--- src/rtl/pipeline_hazard_controller_pkg.sv ---
// Shared encodings and defaults for the pipeline hazard controller.
// The GPR index width and the scoreboard reload depth are defined here.
package pipeline_hazard_controller_pkg;

  localparam int unsigned GPR_W            = 5;
  localparam int unsigned NUM_GPR          = 32;
  localparam int unsigned WB_DEPTH_DEFAULT = 3;
  localparam int unsigned SB_CNT_W         = 2;

  typedef enum logic [1:0] {
    ST_RUN      = 2'd0,
    ST_STALL    = 2'd1,
    ST_REDIRECT = 2'd2
  } state_t;

endpackage

--- src/rtl/pipeline_hazard_controller_scoreboard_counter.sv ---
// One scoreboard entry: a 2-bit down-counter that reloads on i_set.
// A set wins over the decrement, and o_busy flags a pending write.
module scoreboard_counter
  import pipeline_hazard_controller_pkg::*;
(
  input  logic                i_clk,
  input  logic                i_rst_n,
  input  logic                i_set,
  input  logic [SB_CNT_W-1:0] i_load,
  output logic                o_busy
);

  logic [SB_CNT_W-1:0] r_cnt;

  always_ff @(posedge i_clk or negedge i_rst_n) begin
    if (!i_rst_n) begin
      r_cnt <= '0;
    end else if (i_set) begin
      r_cnt <= i_load;
    end else if (r_cnt != '0) begin
      r_cnt <= r_cnt - SB_CNT_W'(1);
    end
  end

  assign o_busy = (r_cnt != '0);

endmodule

--- src/rtl/pipeline_hazard_controller.sv ---
// Interlock and redirect control for a 5-stage pipeline without forwarding.
// Stalls DEC until its sources have been written back; flushes on an EX redirect.
module pipeline_hazard_controller
  import pipeline_hazard_controller_pkg::*;
#(
  parameter int unsigned WB_DEPTH = WB_DEPTH_DEFAULT,
  parameter int unsigned CNT_W    = 32
) (
  input  logic             Clk,
  input  logic             Rst,
  input  logic [GPR_W-1:0] DecRs,
  input  logic [GPR_W-1:0] DecRt,
  input  logic             DecUsesRs,
  input  logic             DecUsesRt,
  input  logic             DecReadsHiLo,
  input  logic             DecRegWrite,
  input  logic [GPR_W-1:0] DecRegDst,
  input  logic             DecHiLoWrite,
  input  logic             ExRedirect,
  output logic             PCWrite,
  output logic             IfDecWrite,
  output logic             IfDecFlush,
  output logic             DecExBubble,
  output logic             Issue,
  output logic [1:0]       State,
  output logic [CNT_W-1:0] StallCount,
  output logic [CNT_W-1:0] FlushCount
);

  localparam logic [SB_CNT_W-1:0] LoadVal = SB_CNT_W'(WB_DEPTH);

  logic [NUM_GPR-1:0] w_busy;
  logic               w_hilo_busy;
  logic               w_hazard;
  logic               w_issue;
  logic               w_gpr_set_en;
  state_t             r_state;
  logic [CNT_W-1:0]   r_stall_cnt;
  logic [CNT_W-1:0]   r_flush_cnt;

  // Register 0 is hardwired zero, so it never carries a pending write.
  assign w_busy[0] = 1'b0;

  assign w_gpr_set_en = w_issue & DecRegWrite;

  for (genvar g = 1; g < NUM_GPR; g++) begin : g_gpr_sb
    scoreboard_counter u_cnt (
      .i_clk   (Clk),
      .i_rst_n (Rst),
      .i_set   (w_gpr_set_en && (DecRegDst == GPR_W'(g))),
      .i_load  (LoadVal),
      .o_busy  (w_busy[g])
    );
  end

  scoreboard_counter u_hilo_cnt (
    .i_clk   (Clk),
    .i_rst_n (Rst),
    .i_set   (w_issue & DecHiLoWrite),
    .i_load  (LoadVal),
    .o_busy  (w_hilo_busy)
  );

  assign w_hazard = (DecUsesRs && (DecRs != '0) && w_busy[DecRs]) ||
                    (DecUsesRt && (DecRt != '0) && w_busy[DecRt]) ||
                    (DecReadsHiLo && w_hilo_busy);

  always_comb begin
    PCWrite     = 1'b1;
    IfDecWrite  = 1'b1;
    IfDecFlush  = 1'b0;
    DecExBubble = 1'b0;
    w_issue     = 1'b1;
    if (ExRedirect) begin
      // Redirect overrides a hazard: the DEC instruction is wrong-path anyway.
      IfDecFlush  = 1'b1;
      DecExBubble = 1'b1;
      w_issue     = 1'b0;
    end else if (w_hazard) begin
      PCWrite     = 1'b0;
      IfDecWrite  = 1'b0;
      DecExBubble = 1'b1;
      w_issue     = 1'b0;
    end
  end

  assign Issue = w_issue;

  always_ff @(posedge Clk or negedge Rst) begin
    if (!Rst) begin
      r_state     <= ST_RUN;
      r_stall_cnt <= '0;
      r_flush_cnt <= '0;
    end else begin
      if (ExRedirect) begin
        r_state <= ST_REDIRECT;
        if (r_flush_cnt != '1) r_flush_cnt <= r_flush_cnt + CNT_W'(1);
      end else if (w_hazard) begin
        r_state <= ST_STALL;
        if (r_stall_cnt != '1) r_stall_cnt <= r_stall_cnt + CNT_W'(1);
      end else begin
        r_state <= ST_RUN;
      end
    end
  end

  assign State      = r_state;
  assign StallCount = r_stall_cnt;
  assign FlushCount = r_flush_cnt;

endmodule

--- config.mk ---
export PLATFORM = sky130hd
export DESIGN_NAME = pipeline_hazard_controller
export DESIGN_NICKNAME = d
export VERILOG_FILES = /design/src/rtl/pipeline_hazard_controller_pkg.sv /design/src/rtl/pipeline_hazard_controller_scoreboard_counter.sv /design/src/rtl/pipeline_hazard_controller.sv
export SDC_FILE = /design/constraint.sdc
export NUM_CORES = 1
export LEC_CHECK = 0
export BUFFER_PORTS_ARGS = -buffer_cell sky130_fd_sc_hd__buf_4
export CAP_MARGIN = 25
export CORE_MARGIN = 10
export CORE_UTILIZATION = 53
export DETAILED_ROUTE_END_ITERATION = 6
export GPL_TIMING_DRIVEN = 0
export PLACE_DENSITY = 0.85
export SLEW_MARGIN = 20
export SYNTH_ARGS = -nofsm -noshare
export SYNTH_HDL_FRONTEND = slang
export SYNTH_SLANG_ARGS = --single-unit
--- constraint.sdc ---
create_clock -name Clk -period 3.45 [get_ports Clk]
set_clock_uncertainty 0.05 [all_clocks]
set_input_delay 0.69 -clock Clk [delete_from_list [all_inputs] [get_ports Clk]]
set_output_delay 0.69 -clock Clk [all_outputs]
set_load 0.1 [all_outputs]
==> results of run 1 <==
[through the flow]
step,worst slack [ns],power (uW),hold slack [ns],utilization,TNS (ns)
after global placement,-0.287,5420,0.417,0.609,-0.653
after floorplan,-0.00806,4890,0.344,-,-0.00806
final,-0.227,8090,0.0707,0.703,-0.406
after global routing,-0.319,8640,0.0745,0.703,-0.674
after detailed placement,-0.313,5610,0.425,0.611,-0.763
after CTS,-0.252,7650,0.0683,0.676,-0.619
[worst paths after layout]
kind / to / slack, ns / depth (start not counted)
setup / recovery: PCWrite / -0.23 / 11
hold / removal: g_gpr_sb[27].u_cnt.r_cnt[1] / 0.07 / 1
setup reg to reg: g_gpr_sb[27].u_cnt.r_cnt[1] / 0.31 / 12
hold reg to reg: g_gpr_sb[1].u_cnt.r_cnt[1] / 0.43 / 2
max in group asynchronous: StallCount[19] / 2.53 / 2
min in group Clk: State[1] / 0.40 / 1
[cells in the mapped netlist (5+ instances only)]
master	count
sky130_fd_sc_hd__mux4_2	13
sky130_fd_sc_hd__o21ai_1	9
sky130_fd_sc_hd__inv_1	73
sky130_fd_sc_hd__nor4_1	5
sky130_fd_sc_hd__and4_1	6
sky130_fd_sc_hd__nand4_1	21
sky130_fd_sc_hd__mux2_2	5
sky130_fd_sc_hd__nor3_1	12
sky130_fd_sc_hd__o221ai_1	17
sky130_fd_sc_hd__clkbuf_1	8
sky130_fd_sc_hd__xnor2_1	23
sky130_fd_sc_hd__nor4_2	8
sky130_fd_sc_hd__o21ai_0	24
sky130_fd_sc_hd__and3_1	5
sky130_fd_sc_hd__o31ai_1	16
sky130_fd_sc_hd__nand3_1	29
sky130_fd_sc_hd__ha_1	34
sky130_fd_sc_hd__buf_2	8
sky130_fd_sc_hd__a21oi_1	14
sky130_fd_sc_hd__mux2i_1	8
sky130_fd_sc_hd__dfrtp_1	130
sky130_fd_sc_hd__xor2_1	69
sky130_fd_sc_hd__nor4b_2	5
sky130_fd_sc_hd__nor2b_1	5
sky130_fd_sc_hd__nor2_1	32
sky130_fd_sc_hd__nand2_1	49
[logic make-up after synthesis]
logic type | count (synthesis)
DFF | 130
muxes | 28
and+or+nand+nor | 198
xor gates and xnor gates | 92
buffers and inverters | 96
adders and majority gates | 34
AOI/OAI and AO/OA | 92
[repair_timing]
item	in CTS	in global routing
gates resized for setup	49	39
setup buffers	18	28
setup endpoints to repair	4	4
pin swaps	6	12
[where the power goes]
group          switching (uW)  internal [uW]
registers                 355           2040
clock network             666            998
logic                    2250           1780
total                    3270           4820
[layer usage]
metal	vias to the layer above	wire length, um	GRT usage
li1	2659	-	-
met1	2788	7460	0.241
met2	204	8900	0.320
met3	40	1480	0.0682
met4	0	422	0.0754
met5	-	0	0
[layout make-up]
cell class / instances / area share
inverter: 74 / 0.0314
clock inverter: 10 / 0.00948
tap: 176 / 0.0238
buffer: 21 / 0.0160
clock buffer: 21 / 0.0488
multi-input combinational: 444 / 0.402
timing repair buffer: 134 / 0.117
sequential: 130 / 0.352
[flip-flops by register name, indices dropped and copies added (netlist names)]
signal / flops
State: 2
g_gpr_sb.u_cnt.r_cnt: 62
u_hilo_cnt.r_cnt: 2
FlushCount: 32
StallCount: 32
==> results by stage, run 1 <==
GRT:
- The total overflow left after global routing is 0.
- The initial antenna violation count is 0.
- The number of global-route vias before repair is 5795.
- The pin count of the biggest net entering global routing is 103.
- The aggregate global-route resource usage is 0.198.
- The wire length of the first global-routing pass is 29100 um.

Logic synthesis:
- The portion of synthesized area spent on multiplexers is 0.0638.
- For this run, the number of Yosys warnings is 0.
- The number of flip-flops and latches in the synthesized netlist is 130.
- After synthesis, the cell types taking the most area are sky130_fd_sc_hd__dfrtp_1 46%, sky130_fd_sc_hd__xor2_1 8.5%, sky130_fd_sc_hd__ha_1 6.0%.
- The fraction of the yosys area taken by sequential cells is 0.460.
- When the netlist entered floorplanning its net count stood at 727.
- The post-synthesis simple-gate area fraction is 0.158.
- The combinational family with the most area after synthesis is simple AND/OR/NAND/NOR gates.
- The primary flip-flop cell chosen by synthesis mapping is sky130_fd_sc_hd__dfrtp_1.
- The adder-cell share of the synthesized area is 0.0601.
- Of the total synthesized cell area, the portion taken by XOR and XNOR cells is 0.114.
- Yosys mapped the design onto 53 distinct sky130hd cell types.
- The leading area contributor after synthesis is sky130_fd_sc_hd__dfrtp_1.
- The fraction of the mapped netlist area in compound gates is 0.0883.
- The mean instance size in the synthesized netlist is 10.6 sq um.
- The proportion of netlist area held by the largest area contributor is 0.460.
- The cell area after synthesis is 0.00707 sq mm.
- Of all flip-flops after synthesis, the portion carrying an async set or reset was 1.00.
- Yosys mapped a number of flops with a built-in enable equal to 0.
- The synthesized instance count is 670.

Worst setup path:
- On the worst path, the slowest cell contributes a delay of 0.47 ns.
- The timing startpoint of the critical path is g_gpr_sb[19].u_cnt.r_cnt[1].
- The worst setup path is captured at an output port.
- For the worst setup path, the data required time is 2.71 ns.
- The slowest stage of the critical path is the sky130_fd_sc_hd__mux4_2 cell.
- The critical path is of the flip-flop to output port type.
- The buffering stage count on the worst path with inverters included is 4.
- The kind of cell with the highest combined delay on the critical path is multiplexers.
- The startpoint of the lowest-slack register-to-register path is g_gpr_sb[19].u_cnt.r_cnt[1].
- The signal on the critical path passes through inv_2 -> ha_4 -> mux4_2 -> mux2i_2 -> nor3b_2 -> a2111oi_4 -> nor2_4 -> clkbuf_8 -> or2_4 -> buf_12 -> buf_16.
- The highest fanout seen on the critical path is 4.
- STA classifies the critical path startpoint as a flip-flop.
- STA puts the critical path data arrival time at 2.94 ns.

Route:
- The number of detailed-route iterations in the first pass is 5.
- The initial DRC count is 504.
- The post-detailed-routing wire length is 18300 um.
- Dividing the detail-routed wire length by the instance count gives 18.1 um.
- The average via count per standard cell is 5.63.
- Once detail routing completed, the nets flagged for antenna violations numbered 0.
- The DRC violations left is 0.
- The routed layout has 5691 vias.

CTS:
- The H-tree depth reported by CTS is 4.
- The root buffer cell is sky130_fd_sc_hd__clkbuf_16.
- Clock tree synthesis inserted a total of 17 buffers.
- After clock tree synthesis, the clock-pin slew on the worst setup and hold paths is 0.06 ns.
- The TritonCTS clock tree is yes.
- The later pin in the worst-skew pair is clocked with a latency of 0.42 ns.
- The total number of clock tree sinks is 130.
- The maximum count of clock buffers along a single path is 2.
- The number of hold buffers added after CTS was 0.

Placed design:
- Routability-driven placement finished with a final weighted congestion of 0.839.
- Buffers placed on the I/O ports in this run total 87.
- The cell count after placement is 934.
- In this run the cell area measured after placement is 0.00803 sq mm.
- The HPWL after detailed placement is 11800 um.

Floorplan:
- The area enclosed by the die boundary is 0.0184 sq mm.
- From bottom edge to top edge, the die measures 136 um.
- In this run the horizontal extent of the chip is 136 um.
- After floorplanning, the core was sized to cover 0.0131 sq mm.
- For this configuration, the core starts out at a cell density of 0.538.
- The row count is 42.
- Pin placement for this block handled 94 I/O pins.

Final layout:
- The final non-filler cell total is 1010.
- The most common cell after layout, fill and taps aside is sky130_fd_sc_hd__buf_4.
- Counting the fill cells in the layout gives 960.
- Once layout is done, the placed cells without fillers occupy 0.00924 sq mm.
- The post-synthesis to final-layout area growth is 30.6%.
- Of the cells placed in the final design, the portion with a size suffix greater than 1 is 0.323.
- At the end of the flow, the number of nets in the layout was 879.
- The top cell types in the final layout, fill and taps aside, are 132 x sky130_fd_sc_hd__buf_4, 130 x sky130_fd_sc_hd__dfrtp_1, 69 x sky130_fd_sc_hd__xor2_1.
- The multi-input combinational cells in the finished layout cover a total of 0.00371 sq mm.
- The register area is 0.00325 sq mm.
- The final antenna diode count is 0.

Timing:
- The routed design could run at a clock period as short as 3.68 ns.
- Headroom to the max-slew limit came out at 0.499.
- The final-report setup violation count is 2.
- The highest attainable clock frequency is 272 MHz.
- The setup slack of the critical path after layout is -0.227 ns.
- The slew at the pin with the worst max-slew slack is 0.745 ns.
- The number of max-slew violations in the final report is 0.
- Dividing the final minimum period by the clock period gives 1.07.
- Setup repair after global routing could not meet its margin everywhere.
- The hold violation count in the final report came to 0.

Power and ir drop:
- The peak supply drop is 804 uV.
- In this run the power density over the cells is 876 mW/mm^2.
- In this run the static leakage power is 0.00433 uW.

Run:
- Max-cap violations in this run came to 0.

Outcome:
- The final reports fail on setup timing.
- The flow ran to the end, but the final reports show violations.

Worst hold path:
- In this run the worst hold path is classified as primary input to async pin.
Power figures use the tool's default switching activity.
==> run 2: changes to the inputs <==
--- a/config.mk
+++ b/config.mk
@@ -11,8 +11,10 @@
 export CORE_UTILIZATION = 53
 export DETAILED_ROUTE_END_ITERATION = 6
 export GPL_TIMING_DRIVEN = 0
+export HOLD_SLACK_MARGIN = 0.06
 export PLACE_DENSITY = 0.85
 export SLEW_MARGIN = 20
 export SYNTH_ARGS = -nofsm -noshare
 export SYNTH_HDL_FRONTEND = slang
+export SYNTH_HIERARCHICAL = 1
 export SYNTH_SLANG_ARGS = --single-unit
==> run 2 against run 1 <==
  * The flow still finishes with violations (setup timing)
  * Global-route usage is 0.92 points lower
  * Die area up 7.1%
  * Critical path depth fell by 1
  * First-iteration DRC count down 24%
  * Hold slack better by 0.034 ns
  * Clock power about the same
  * Design area is 9.1% higher
  * Power fell by 1.5%
  * Utilization rose by 1.5 points
  * Sequential power hardly changed
  * Flip-flop and latch count unchanged
  * Non-clock buffer count down 15
  * Critical endpoint is now DecExBubble
==> results by stage, run 2 <==
Worst setup path:
- The data arrival time of the critical path is 3.00 ns (+0.06 ns).
- The sort of element at the start of the critical path is a flip-flop.
- The kind of critical path is flip-flop to output port.
- The critical path required time is 2.71 ns (about the same).
- The highest fanout seen on the critical path came to 5 (+1).
- The depth of the most critical reg-to-reg path is 13 (+1).
- The reg2reg setup slack is 0.04 ns (-0.27 ns).
- STA classifies the critical path endpoint as an output port.

GRT:
- The pin count of the biggest net entering global routing is 84 (-18%).
- The aggregate global-route resource usage is 0.189 (-0.00915).
- The wire length of the first global-routing pass was 30800 um (+5.7%).
- The routing usage on met3 is 0.0700 (+0.00173).
- The highest-utilization routing layer at the global route stage is met2.
- The met1 capacity usage during global routing is 0.227 (-0.0136).
- The total congestion overflow is 0 (unchanged).
- The met2 routing resource usage after global routing is 0.314 (-0.00579).
- The number of global-route vias before repair is 6484 (+12%).
- The initial antenna violation count is 0 (unchanged).

Timing:
- The slew at the pin with the worst max-slew slack was 0.734 ns (-0.0116 ns).
- The setup slack of the critical path after layout was -0.295 ns (-0.0674 ns).
- The highest attainable clock frequency is 267 MHz (-1.8%).
- The final-report setup violation count is 4 (+2).
- The number of max-slew violations in the final report is 0 (unchanged).
- Setup repair after global routing could not meet its margin everywhere.
- The minimum hold slack is 0.105 ns (+0.0343 ns).
- The hold violation count in the final report is 0 (unchanged).
- The worst slew margin relative to its limit is 0.510 (+0.0112).
- The ratio of final minimum period to clock period is 1.09 (+0.0195).
- The time the worst path needs with I/O delays and setup is 3.74 ns (+0.0674 ns).

Worst hold path:
- The worst hold path belongs to the class primary input to async pin.

Floorplan:
- The number of I/O pins came to 94 (unchanged).
- The vertical die dimension is 140 um (+3.5%).
- The row count came to 43 (+2.4%).
- The width of the chip was 140 um (+3.5%).
- The core box area came to 0.0140 sq mm (+6.9%).
- The effective utilization at floorplan is 0.546 (+0.00763).
- The area enclosed by the die boundary came to 0.0197 sq mm (+7.1%).

CTS:
- The maximum count of clock buffers along a single path is 2 (unchanged).
- The source-to-sink clock delay at the later pin of the worst-skew pair is 0.43 ns (about the same).
- The total number of clock tree sinks is 130 (unchanged).
- The root buffer cell is sky130_fd_sc_hd__clkbuf_16.
- TritonCTS built the clock tree.
- The H-tree depth reported by CTS is 4 (unchanged).
- The number of buffers inserted by hold repair at cts was 0 (unchanged).
- The clock edge transition at the registers on the reported setup and hold paths was 0.06 ns (about the same).
- The total CTS buffers is 17 (unchanged).

Final layout:
- The final antenna diode count was 0 (unchanged).
- The most common cell after layout, fill and taps aside is sky130_fd_sc_hd__dfrtp_1.
- The flip-flop count of the largest register, all copies and words added came to 62 (unchanged).
- Relative to the synthesized area, the layout overhead comes to 31.4%.
- The fraction of final layout cells sized beyond drive strength 1 is 0.271 (-0.0516).
- The total of fill cells in the finished design is 993 (+3.4%).
- The register bank with the most flops is g_gpr_sb.u_cnt/r_cnt.
- The final net count is 1061 (+21%).
- In the layout the commonest cells are 130 x sky130_fd_sc_hd__dfrtp_1, 120 x sky130_fd_sc_hd__buf_4, 76 x sky130_fd_sc_hd__nand2_1.
- The final non-filler cell total is 1195 (+18%).

Route:
- The initial DRC count is 383 (-24%).
- The average via count per standard cell is 5.31 (-5.8%).
- The mean routed wirelength per cell came to 15.7 um (-13%).
- The final antenna-violating net count is 0 (unchanged).
- The number of vias after detailed routing is 6340 (+11%).
- The DRC violations left is 0 (unchanged).
- The number of detailed-route iterations in the first pass is 5 (unchanged).
- The post-detailed-routing wire length is 18700 um (+2.6%).

Outcome:
- The flow ran to the end, but the final reports show violations.
- The final reports fail on setup timing.

Placed design:
- The last weighted congestion value of the routability-driven placer is 0.869 (+3.6%).
- The cell count after placement is 1130 (+21%).
- The HPWL after detailed placement is 12700 um (+7.8%).
- The number of port buffers is 89 (+2.3%).

Logic synthesis:
- The synthesized instance count came to 797 (+19%).
- The total of warnings raised by yosys is 6 (+6).
- The async set-reset flop share out of synthesis is 1.00 (unchanged).
- The cell area after synthesis is 0.00767 sq mm (+8.4%).
- The number of enable flip-flop cells after synthesis is 0 (unchanged).
- The proportion of netlist area held by the largest area contributor is 0.424 (-0.0356).
- The leading area contributor after synthesis is sky130_fd_sc_hd__dfrtp_1.
- The most common cell in the synthesized netlist is sky130_fd_sc_hd__dfrtp_1.
- The number of flip-flops and latches in the synthesized netlist came to 130 (unchanged).
- The mean instance size in the synthesized netlist came to 9.62 sq um (-8.9%).
- For this run, the leading register cell type out of synthesis is sky130_fd_sc_hd__dfrtp_1.
- The post-synthesis cell type count was 44 (-17%).
- The commonest cells after synthesis are 130 x sky130_fd_sc_hd__dfrtp_1, 101 x sky130_fd_sc_hd__inv_1, 76 x sky130_fd_sc_hd__nand2_1.
- The fraction of the yosys area taken by sequential cells is 0.424 (-0.0356).
- Yosys attributes the largest share of cell area to sky130_fd_sc_hd__dfrtp_1 42%, sky130_fd_sc_hd__xnor2_1 5.9%, sky130_fd_sc_hd__ha_1 5.5%.

Power and ir drop:
- The peak supply drop is 693 uV (-14%).
- The leakage power total is 0.00469 uW (+8.2%).
- The cell area power density came to 791 mW/mm^2 (-9.7%).
- The total design power is 7970 uW (-1.5%).

Run:
- The number of maximum-capacitance violations is 0 (unchanged).
[run 2: changes by cell type after synthesis, moves of 23 or more]
cell,delta
sky130_fd_sc_hd__inv_1,+28
sky130_fd_sc_hd__nor3_1,+23
sky130_fd_sc_hd__xor2_1,-28
sky130_fd_sc_hd__xnor2_1,+29
sky130_fd_sc_hd__and3_1,+23
sky130_fd_sc_hd__nand2_1,+27
sky130_fd_sc_hd__nor2b_1,+35
[run 2: through the flow]
step / util / setup TNS, ns / setup slack [ns] / instance area, sq um
detailed placement: 0.633 / -18.95 / -0.485 / 8880
CTS: 0.701 / -1.00 / -0.321 / 9840
global placement: 0.630 / -14.97 / -0.459 / 8850
floorplan: - / -0.337 / -0.258 / 7950
global route: 0.718 / -1.61 / -0.378 / 10100
finish: 0.718 / -1.09 / -0.295 / 10100
[run 2: logic make-up after synthesis]
family,count (synthesis),synth area share
multiplexers,19,0.0498
other,1,0.000489
AO/OA/AOI/OAI,75,0.0770
AND/OR/NAND/NOR,329,0.228
buffers and inverters,116,0.0591
adder cells (fa/ha/maj),34,0.0555
XOR/XNOR,93,0.106
flip-flops,130,0.424
[run 2: power by group]
group,internal [uW],total [uW],switching (uW)
registers,2030,2380,346
logic,1770,3930,2170
clock network,979,1660,681
total,4780,7970,3200
[run 2: worst paths after layout]
path                                              from                           to
min in group Clk                            ExRedirect                     State[1]
max in group asynchronous                          Rst   g_gpr_sb[2].u_cnt/r_cnt[1]
max reg2reg                g_gpr_sb[30].u_cnt/r_cnt[0]  g_gpr_sb[28].u_cnt/r_cnt[1]
max                        g_gpr_sb[30].u_cnt/r_cnt[0]                  DecExBubble
min reg2reg                             StallCount[10]               StallCount[10]
min                                                Rst               FlushCount[13]
[run 2: area by class of cell]
cell class              count  area [sq um]  share of cell area
multi-input cells         614          4530               0.449
clock buffers              17           425              0.0422
inverters                 101           387              0.0384
plain buffers              14           108              0.0107
clock inverters            13           115              0.0114
flip-flops and latches    130          3250               0.323
repair buffers            126          1040               0.103
well taps                 180           225              0.0223
[run 2: repair_timing]
item | CTS | global route
buffers inserted | 23 | 12
pin swaps | 18 | 8
cloned | 0 | 1
gates resized for setup | 70 | 29
setup endpoints to repair | 66 | 37
[run 2: critical path: stages, from the launching register on]
cell and delay, ns:
sky130_fd_sc_hd__dfrtp_1 0.39, sky130_fd_sc_hd__inv_1 0.06, sky130_fd_sc_hd__ha_2 0.18, sky130_fd_sc_hd__inv_1 0.05
sky130_fd_sc_hd__mux4_2 0.45, sky130_fd_sc_hd__mux4_2 0.50, sky130_fd_sc_hd__a222oi_1 0.26, sky130_fd_sc_hd__buf_4 0.20
sky130_fd_sc_hd__nand3_4 0.13, sky130_fd_sc_hd__buf_8 0.19, sky130_fd_sc_hd__buf_12 0.16
[run 2: routing by layer]
metal / share of wire / vias to the layer above
met5: 0 / -
met4: 0.015 / 0
met3: 0.084 / 29
met2: 0.49 / 212
met1: 0.41 / 3050
li1: - / 3049
==> run 3: changes to the inputs <==
--- a/config.mk
+++ b/config.mk
@@ -8,11 +8,11 @@
 export BUFFER_PORTS_ARGS = -buffer_cell sky130_fd_sc_hd__buf_4
 export CAP_MARGIN = 25
 export CORE_MARGIN = 10
-export CORE_UTILIZATION = 53
+export CORE_UTILIZATION = 55
 export DETAILED_ROUTE_END_ITERATION = 6
 export GPL_TIMING_DRIVEN = 0
 export HOLD_SLACK_MARGIN = 0.06
-export PLACE_DENSITY = 0.85
+export PLACE_DENSITY = 0.84
 export SLEW_MARGIN = 20
 export SYNTH_ARGS = -nofsm -noshare
 export SYNTH_HDL_FRONTEND = slang
==> constraint.sdc (replaced) <==
create_clock -name Clk -period 4.1 [get_ports Clk]
set_clock_uncertainty 0.05 [all_clocks]
set_input_delay 0.82 -clock Clk [delete_from_list [all_inputs] [get_ports Clk]]
set_output_delay 0.82 -clock Clk [all_outputs]
set_load 0.1 [all_outputs]
==> run 3 against run 2 <==
  * The flow now finishes without violations
  * Critical path type unchanged
  * Setup slack improved by 0.42 ns
  * Non-clock buffer count fell by 30
  * Flip-flop and latch count did not move
==> results by stage, run 3 (synthesis results as in run 2) <==
Outcome:
- The flow ran to the end, and the final reports show no timing, DRC or antenna violations.

Final layout:
- The fraction of final layout cells sized beyond drive strength 1 is 0.192 (-0.0787).
- The final non-filler cell total came to 1163 (-2.7%).
- The most common cell after layout, fill and taps aside is sky130_fd_sc_hd__dfrtp_1.
- Relative to the synthesized area, the layout overhead comes to 25.0%.
- The total of fill cells in the finished design is 1056 (+6.3%).
- The top cell types in the final layout, fill and taps aside, are 130 x sky130_fd_sc_hd__dfrtp_1, 100 x sky130_fd_sc_hd__inv_1, 92 x sky130_fd_sc_hd__buf_4.
- The final antenna diode count is 0 (unchanged).
- The final net count was 1031 (-2.8%).
- The flip-flop count of the largest register, all copies and words added is 62 (unchanged).
- The register bank with the most flops is g_gpr_sb.u_cnt/r_cnt.

Timing:
- The time the worst path needs with I/O delays and setup is 3.98 ns.
- The worst slew margin relative to its limit is 0.484 (-0.0255).
- The hold violation count in the final report is 0 (unchanged).
- The slew at the pin with the worst max-slew slack is 0.772 ns (+0.0382 ns).
- Dividing the final minimum period by the clock period gives 0.970.
- The final-report setup violation count is 0 (-4).
- The number of max-slew violations in the final report was 0 (unchanged).
- For this run, the top clock speed supported by timing is 251 MHz.

Power and ir drop:
- The net switching power is 2470 uW (-23%).
- The total design power is 6330 uW (-21%).
- The sequential cell fraction of total power was 0.314 (+0.016).
- The peak supply drop is 349 uV (-50%).
- The internal power component is 3860 uW (-19%).
- The proportion of power drawn by the clock network is 0.227 (+0.019).
- The combinational power share is 0.459 (-0.034).
- The proportion of total power due to net switching is 0.390 (-0.0104).
- The cell area power density came to 660 mW/mm^2 (-17%).
- The leakage power total is 0.00452 uW (-3.6%).

CTS:
- The TritonCTS clock tree is yes.
- The H-tree depth reported by CTS is 4 (unchanged).
- The clock edge transition at the registers on the reported setup and hold paths is 0.05 ns (about the same).
- The total number of clock tree sinks is 130 (unchanged).
- The maximum count of clock buffers along a single path is 2 (unchanged).
- The root buffer cell is sky130_fd_sc_hd__clkbuf_16.
- The source-to-sink clock delay at the later pin of the worst-skew pair is 0.42 ns (about the same).
- The total CTS buffers is 17 (unchanged).
- The number of buffers inserted by hold repair at cts came to 0 (unchanged).

GRT:
- The aggregate global-route resource usage came to 0.185 (-0.00385).
- The pin count of the biggest net entering global routing is 90 (+7.1%).
- The wire length of the first global-routing pass is 29900 um (-2.9%).
- The number of global-route vias before repair is 6231 (-3.9%).
- The total congestion overflow came to 0 (unchanged).
- The initial antenna violation count is 0 (unchanged).

Floorplan:
- The row count was 43 (unchanged).
- The width of the chip was 138 um (-1.6%).
- The effective utilization at floorplan is 0.557 (+0.0107).
- The number of I/O pins is 94 (unchanged).
- The area enclosed by the die boundary came to 0.0191 sq mm (-3.1%).
- The core box area was 0.0138 sq mm (-1.9%).
- The vertical die dimension is 138 um (-1.6%).

Route:
- The number of detailed-route iterations in the first pass was 5 (unchanged).
- The DRC violations left came to 0 (unchanged).
- The average via count per standard cell is 5.31 (about the same).
- The number of vias after detailed routing is 6175 (-2.6%).
- The mean routed wirelength per cell came to 15.3 um (-2.5%).
- The post-detailed-routing wire length is 17800 um (-5.1%).
- The final antenna-violating net count is 0 (unchanged).
- The initial DRC count was 417 (+8.9%).

Worst setup path:
- The sort of element at the start of the critical path is a flip-flop.
- The worst setup path is captured at an output port.
- The data arrival time of the critical path is 3.11 ns (+0.11 ns).
- The critical path required time is 3.23 ns (+0.52 ns).
- The highest fanout seen on the critical path is 7 (+2).
- The critical path is of the flip-flop to output port type.

Worst hold path:
- The class of the most critical hold timing path is primary input to async pin.

Placed design:
- The last weighted congestion value of the routability-driven placer came to 0.823 (-5.3%).
- The cell count after placement is 1130 (unchanged).
- The number of port buffers came to 89 (unchanged).
- The HPWL after detailed placement is 12400 um (-2.4%).

Run:
- The number of maximum-capacitance violations is 0 (unchanged).
run 3: cell types whose count changed in the layout (fill, tap and decap cells not counted), moves of 6 or more:
cell	previous run	this run
sky130_fd_sc_hd__buf_4	120	92
sky130_fd_sc_hd__clkbuf_8	0	6
sky130_fd_sc_hd__ha_2	2	9
sky130_fd_sc_hd__ha_4	14	4
sky130_fd_sc_hd__inv_1	71	100
sky130_fd_sc_hd__inv_2	28	0
sky130_fd_sc_hd__nor3_1	15	35
sky130_fd_sc_hd__nor3_2	17	0
run 3: final timing paths:
kind	to	slack, ns	start	depth (start not counted)
min	StallCount[4]	0.23	Rst	1
max reg2reg	g_gpr_sb[7].u_cnt/r_cnt[1]	0.57	g_gpr_sb[28].u_cnt/r_cnt[0]	14
min in group Clk	FlushCount[28]	0.44	FlushCount[28]	1
max	PCWrite	0.12	g_gpr_sb[28].u_cnt/r_cnt[0]	11
min reg2reg	FlushCount[28]	0.44	FlushCount[28]	1
max in group asynchronous	g_gpr_sb[31].u_cnt/r_cnt[0]	3.04	Rst	2
run 3: final cells by class:
cell class                      instances  area (sq um)  share of cell area
Tap cell                              180           225              0.0235
Clock inverter                          4          50.0             0.00522
Clock buffer                           24           512              0.0534
Multi-Input combinational cell        614          4300               0.448
Buffer                                 14          91.3             0.00953
Timing Repair Buffer                   96           776              0.0809
Inverter                              101           383              0.0399
Sequential cell                       130          3250               0.339
run 3: through the flow:
stage | worst slack [ns] | TNS (ns) | utilization | area [sq um] | hold WS (ns)
6_report | 0.123 | 0 | 0.696 | 9590 | 0.228
5_1_grt | -0.0239 | -0.0435 | 0.696 | 9590 | 0.245
4_1_cts | 0.00819 | 0 | 0.687 | 9470 | 0.227
3_5_place_dp | -0.376 | -1.01 | 0.643 | 8850 | 0.434
3_3_place_gp | -0.350 | -0.931 | 0.640 | 8820 | 0.424
2_1_floorplan | 0.0377 | 0 | - | 7920 | 0.474
run 3: critical path, cell delays in order (launching register included):
cell and delay (ns):
sky130_fd_sc_hd__dfrtp_1 0.39, sky130_fd_sc_hd__inv_1 0.06, sky130_fd_sc_hd__ha_1 0.23, sky130_fd_sc_hd__inv_1 0.08
sky130_fd_sc_hd__mux4_2 0.45, sky130_fd_sc_hd__mux4_2 0.50, sky130_fd_sc_hd__a222oi_1 0.26, sky130_fd_sc_hd__buf_4 0.22
sky130_fd_sc_hd__a21oi_4 0.10, sky130_fd_sc_hd__clkinvlp_4 0.15, sky130_fd_sc_hd__buf_12 0.10, sky130_fd_sc_hd__buf_12 0.16
run 3: power groups by stage:
stage               clock [uW]  sequential (uW)  combinational (uW)
floorplan                    0             2390                1780
global placement             0             1970                2630
detailed placement           0             2000                2740
CTS                       1460             1980                2830
global route              1510             2050                3240
finish                    1440             1990                2900
run 3: what timing repair did:
item / in CTS / in global routing
buffers inserted: 2 / 4
pin swaps: 1 / 1
setup endpoints to repair: 4 / 4
gates cloned: 0 / 0
resized for setup: 11 / 22
run 3: routing by layer:
metal,global-route usage,part of all wire
met5,0,0
met4,0.0677,0.018
met3,0.0490,0.067
met2,0.313,0.49
met1,0.222,0.43
